**config.mk**
```make
export PLATFORM = sky130hd
export DESIGN_NAME = port_variant_pipe
export DESIGN_NICKNAME = d
export VERILOG_FILES = /design/src/rtl/vtuber_pkg.sv /design/src/rtl/pipe_chain.sv /design/src/rtl/port_variant_pipe.sv
export SDC_FILE = /design/constraint.sdc
export NUM_CORES = 1
export LEC_CHECK = 0
export BUFFER_PORTS_ARGS = -buffer_cell sky130_fd_sc_hd__buf_2
export CAP_MARGIN = 40
export CORE_MARGIN = 2
export CORE_UTILIZATION = 47
export DETAILED_ROUTE_END_ITERATION = 8
export PLACE_DENSITY = 0.86
export SLEW_MARGIN = 20
export SYNTH_ARGS = -nofsm -noshare
export SYNTH_HDL_FRONTEND = slang
export SYNTH_HIERARCHICAL = 1
export SYNTH_SLANG_ARGS = --single-unit
```
**constraint.sdc**
```tcl
create_clock -name clk -period 1.8 [get_ports clk]
set_input_delay 0.36 -clock clk [delete_from_list [all_inputs] [get_ports clk]]
set_output_delay 0.36 -clock clk [all_outputs]
set_load 0.05 [all_outputs]
```
**src/rtl/vtuber_pkg.sv**
```systemverilog
// Shared types for the vtuber port/handshake regression target:
// the packed struct payload and the transfer-counter width.
package vtuber_pkg;

    localparam int CNT_W = 16;

    typedef struct packed {
        logic [19:0] a20;
        logic [19:0] b20;
    } Struct;

    localparam int STRUCT_W = $bits(Struct);

    // Counter advance that wraps silently at 2**CNT_W.
    function automatic logic [CNT_W-1:0] cnt_step(
        input logic [CNT_W-1:0] cnt,
        input logic             hit
    );
        return hit ? cnt + 1'b1 : cnt;
    endfunction

endpackage

```
**src/rtl/pipe_chain.sv**
```systemverilog
// One valid/ready register chain of DEPTH stages with a combinational
// ready path and a wrapping count of output handshakes.
module pipe_chain
    import vtuber_pkg::*;
#(
    parameter int W     = 32,
    parameter int DEPTH = 2
) (
    input  logic             clk,
    input  logic             rst_n,
    input  logic             in_valid,
    output logic             in_ready,
    input  logic [W-1:0]     in_data,
    output logic             out_valid,
    input  logic             out_ready,
    output logic [W-1:0]     out_data,
    output logic [CNT_W-1:0] cnt
);

    logic [DEPTH-1:0]        v_q;
    logic [DEPTH-1:0]        v_d;
    logic [DEPTH-1:0][W-1:0] d_q;
    logic [DEPTH-1:0][W-1:0] d_d;
    logic [CNT_W-1:0]        cnt_q;
    logic [CNT_W-1:0]        cnt_d;
    logic [DEPTH:0]          rdy;

    // A stage can take new data when it is empty or its successor moves,
    // which lets bubbles collapse while the output is stalled.
    always_comb begin
        rdy        = '0;
        rdy[DEPTH] = out_ready;
        for (int k = DEPTH - 1; k >= 0; k--) begin
            rdy[k] = !v_q[k] || rdy[k+1];
        end
    end

    always_comb begin
        v_d = v_q;
        d_d = d_q;
        if (rdy[0]) begin
            v_d[0] = in_valid;
            d_d[0] = in_data;
        end
        for (int k = 1; k < DEPTH; k++) begin
            if (rdy[k]) begin
                v_d[k] = v_q[k-1];
                d_d[k] = d_q[k-1];
            end
        end
    end

    always_comb begin
        cnt_d = cnt_step(cnt_q, out_valid && out_ready);
    end

    always_ff @(posedge clk) begin
        if (!rst_n) begin
            v_q   <= '0;
            cnt_q <= '0;
        end else begin
            v_q   <= v_d;
            cnt_q <= cnt_d;
        end
    end

    // Payload registers carry no reset; they are only observed behind valid.
    always_ff @(posedge clk) begin
        d_q <= d_d;
    end

    assign in_ready  = rdy[0] || !rst_n;
    assign out_valid = v_q[DEPTH-1];
    assign out_data  = d_q[DEPTH-1];
    assign cnt       = cnt_q;

endmodule

```
**src/rtl/port_variant_pipe.sv**
```systemverilog
// NCH plain data channels plus one struct channel, each an independent
// DEPTH-stage valid/ready pipeline with its own transfer counter.
module port_variant_pipe
    import vtuber_pkg::*;
#(
    parameter int WIDTH = 32,
    parameter int NCH   = 2,
    parameter int DEPTH = 2
) (
    input  logic                     clk,
    input  logic                     rst_n,
    input  logic [NCH-1:0]           i_valid,
    output logic [NCH-1:0]           i_ready,
    input  logic [NCH*WIDTH-1:0]     i_data,
    output logic [NCH-1:0]           o_valid,
    input  logic [NCH-1:0]           o_ready,
    output logic [NCH*WIDTH-1:0]     o_data,
    input  logic                     s_valid,
    output logic                     s_ready,
    input  Struct                    s_in,
    output logic                     s_out_valid,
    input  logic                     s_out_ready,
    output Struct                    s_out,
    output logic [(NCH+1)*CNT_W-1:0] xfer_cnt
);

    logic [STRUCT_W-1:0] s_in_raw;
    logic [STRUCT_W-1:0] s_out_raw;

    for (genvar c = 0; c < NCH; c++) begin : g_ch
        pipe_chain #(
            .W     (WIDTH),
            .DEPTH (DEPTH)
        ) u_chain (
            .clk       (clk),
            .rst_n     (rst_n),
            .in_valid  (i_valid[c]),
            .in_ready  (i_ready[c]),
            .in_data   (i_data[c*WIDTH +: WIDTH]),
            .out_valid (o_valid[c]),
            .out_ready (o_ready[c]),
            .out_data  (o_data[c*WIDTH +: WIDTH]),
            .cnt       (xfer_cnt[c*CNT_W +: CNT_W])
        );
    end

    // The struct channel travels as a flat vector and occupies counter slot NCH.
    assign s_in_raw = s_in;

    pipe_chain #(
        .W     (STRUCT_W),
        .DEPTH (DEPTH)
    ) u_struct_chain (
        .clk       (clk),
        .rst_n     (rst_n),
        .in_valid  (s_valid),
        .in_ready  (s_ready),
        .in_data   (s_in_raw),
        .out_valid (s_out_valid),
        .out_ready (s_out_ready),
        .out_data  (s_out_raw),
        .cnt       (xfer_cnt[NCH*CNT_W +: CNT_W])
    );

    assign s_out = s_out_raw;

endmodule
```
==> impl_metrics.py <==
metrics = {
    "synthesis": {
        "syn_inst": 597,
        "synth-simple-area-share": 0.0840,
        "synth_edf_count": 208,
        "synth_seq_cells": 262,
        "synth.area.top_cells": "edfxtp_1, dfxtp_1, buf_4",
        "synth_top_family_by_area": "buffers and inverters",
        "synth.distinct_cells": 30,
        "synth_common_cells": "edfxtp_1, buf_4, dfxtp_1",
        "synth_area_um2": 9470,
        "yosys.area.top_type": "edfxtp_1",
        "synthArstFlopShare": 0,
        "avgSynthCellArea_um2": 15.9,
        "synth_top_area_frac": 0.660,
        "synthFlopType": "edfxtp_1",
        "synthAdderAreaFrac": 0.00396,
        "synth_compound_gate_area_share": 0.0198,
        "synth_nets": 712,
        "synth-xor-area-share": 0.0277,
        "ys_seq_area_frac": 0.774,
        "yosysWarnings": 6,
        "synth_mux_area_frac": 0,
        "synth_most_common_cell": "edfxtp_1",
    },
    "status": {
        "run_status": "completed",
    },
    "timing": {
        "whs_ps": 27.6,
        "setup_viol": 0,
        "fin_setup_tns_ps": 0,
        "min_period_ps": 1730,
        "relSlewSlack": 0.779,
        "worst_pin_slew_ps": 329,
        "fin_crit_sh": 0.963,
        "final_hold_viol_count": 0,
        "maxSlewViolCount": 0,
        "fin_skew_ps": 6.31,
        "fmax_ghz": 0.577,
        "rsz0062_at_grt": "false",
    },
    "global_routing": {
        "grt_max_degree": 41,
        "grt_overflow_total": 0,
        "grtUsageMet3": 0.0414,
        "grt_pass1_wl_mm": 27.4,
        "use_met1": 0.186,
        "antenna_found_initial": 5,
        "busiest_layer": "met2",
        "grt_pass1_vias": 5090,
        "grt_usage": 0.164,
        "use_met2": 0.293,
    },
    "cts": {
        "cts_root_buffer": "clkbuf_16",
        "tritoncts": "done",
        "path_clk_slew_ps": 60,
        "insertion_delay_ps": 500,
        "clk_path_buf_depth": 3,
        "numCtsBuffers": 25,
        "htree_levels": 1,
        "cts_sinks": 262,
    },
    "critical_path": {
        "slowest_delay_ps": 370,
        "crit_path_end_kind": "output pin",
        "critical_path_class": "reg -> out",
        "crit_slowest_cell": "dfxtp_4",
        "cp_max_fo": 8,
        "worstPathBufferInverterCount": 1,
        "critPathLaunchType": "flip-flop",
        "arrival_ps": 1370,
        "critPathTopFamily": "flip-flops",
        "path_cells": "and2b_2 -> nand3_1 -> buf_6",
        "required_ps": 1440,
    },
    "detailed_routing": {
        "vias": 5108,
        "postRouteAntennaNets": 0,
        "drtIter0Drc": 221,
        "dr.pass1.iters": 4,
        "drc": 0,
        "routed_wl_mm": 17.9,
        "avgRoutedWirePerCell_um": 16.5,
        "routed_via_density": 4.73,
    },
    "floorplan": {
        "initial_core_util": 0.483,
        "die_w_um": 146,
        "io_pins": 270,
        "die_h_um": 146,
        "std_cell_rows": 51,
        "design.core.area_um2": 19600,
        "dieArea_um2": 21300,
    },
    "layout": {
        "finalInstanceArea_um2": 11300,
        "nNetsFinal": 910,
        "fin_util": 0.577,
        "areaGrowthSynthToFinish_pct": 19.4,
        "layout-drive-gt1-share": 0.450,
        "fillerInstances": 1573,
    },
    "placement": {
        "hpwl_mm": 12.8,
        "placed_cell_area_um2": 10500,
        "gp_congestion": 0.800,
        "portBuffers": 269,
    },
    "power": {
        "p_per_area_nw_per_um2": 1130,
        "p_leak_nw": 4.59,
        "ir_drop_v": 0.000629,
    },
    "flow_run": {
        "max-cap-violations": 0,
    },
    "min_path": {
        "hold_path.class": "in -> reg",
    },
}
## power breakdown
part	internal, mW	leakage [nW]	switching (mW)	total, mW
logic	0.232	1.59	0.821	1.05
clock network	2.69	0.356	2.05	4.74
registers	6.87	2.64	0.0865	6.95
total	9.78	4.59	2.96	12.7
## registers in the layout, summed over array words and instances, names as in the netlist
name and flops:
g_ch.u_chain/d_q 64, g_ch.u_chain/out_data 64, u_struct_chain/d_q 40, u_struct_chain/out_data 40
g_ch.u_chain/cnt 32, u_struct_chain/cnt 16, g_ch.u_chain/v_q 4, u_struct_chain/v_q 2
## worst reg2reg max path: cells and delay by family (launching register included)
kind / cells / cell delay, ps
AND/OR/NAND/NOR: 3 / 980
flip-flops: 1 / 370
AO/OA/AOI/OAI: 1 / 150
## layout make-up
cell class	instances	area, um^2	share of cell area
clock inverters	13	90.1	0.00797
multi-input cells	216	1300	0.115
flip-flops and latches	262	7370	0.652
well taps	265	332	0.0293
inverters	9	37.5	0.00332
clock buffers	31	648	0.0573
diodes	3	7.51	0.000664
repair buffers	281	1530	0.135
## per-stage QoR
stage / total power [mW] / instances / setup WS (ps)
after floorplan: 7.99 / 597 / 7.83
final: 12.7 / 1080 / 67.1
after detailed placement: 8.14 / 1030 / 125
after global routing: 13.2 / 1079 / 13.8
after global placement: 8.11 / 1030 / 151
after CTS: 12.9 / 1074 / 8.08
## cell usage in the layout, fill, tap and decap left out, types with 4 or more instances in the layout
| master | Yosys | routed |
|---|---|---|
| a21oi_1 | 18 | 18 |
| and4_2 | 6 | 6 |
| buf_12 | 0 | 6 |
| buf_2 | 0 | 266 |
| buf_4 | 104 | 6 |
| clkbuf_1 | 3 | 6 |
| clkbuf_16 | 0 | 25 |
| clkinv_1 | 3 | 7 |
| clkinv_2 | 0 | 5 |
| dfxtp_1 | 54 | 27 |
| dfxtp_2 | 0 | 24 |
| edfxtp_1 | 208 | 208 |
| inv_1 | 6 | 5 |
| nand2_1 | 30 | 27 |
| nand3_1 | 18 | 17 |
| nand3_2 | 3 | 4 |
| nand4_1 | 12 | 12 |
| nor2_1 | 42 | 42 |
| nor3_1 | 9 | 9 |
| o21ai_0 | 6 | 6 |
| o31ai_1 | 6 | 6 |
| or4_1 | 6 | 6 |
| xnor2_1 | 12 | 12 |
| xor2_1 | 18 | 18 |
## per-layer routing
metal | vias to the layer above | share of wire
met1 | 2405 | 0.37
met5 | - | 0.00073
met4 | 2 | 0.039
li1 | 2461 | -
met2 | 192 | 0.52
met3 | 48 | 0.066
## cells by family (layout without fill, tap and decap cells)
group,Yosys count,count (layout)
adder cells (fa/ha/maj),3,3
buffers and inverters,119,334
AND/OR/NAND/NOR,150,150
AO/OA/AOI/OAI,33,33
flip-flops,262,262
XOR/XNOR,30,30
other,0,3
## what timing repair did
item | CTS | global route
gates resized for setup | 5 | 5
hold buffers | 0 | 0
buffers inserted | 0 | 3
setup endpoints to repair | 3 | 3
## worst paths after layout
path | slack [ps] | from | depth (start not counted) | to
setup / recovery | 70 | g_ch[1].u_chain/v_q[1] | 3 | i_ready[1]
setup reg to reg | 220 | g_ch[1].u_chain/cnt[5] | 4 | g_ch[1].u_chain/cnt[15]
hold / removal | 30 | i_data[17] | 1 | g_ch[0].u_chain/d_q[17]
hold reg to reg | 420 | u_struct_chain/d_q[35] | 0 | u_struct_chain/out_data[35]
(Power assumes the default switching activity.)
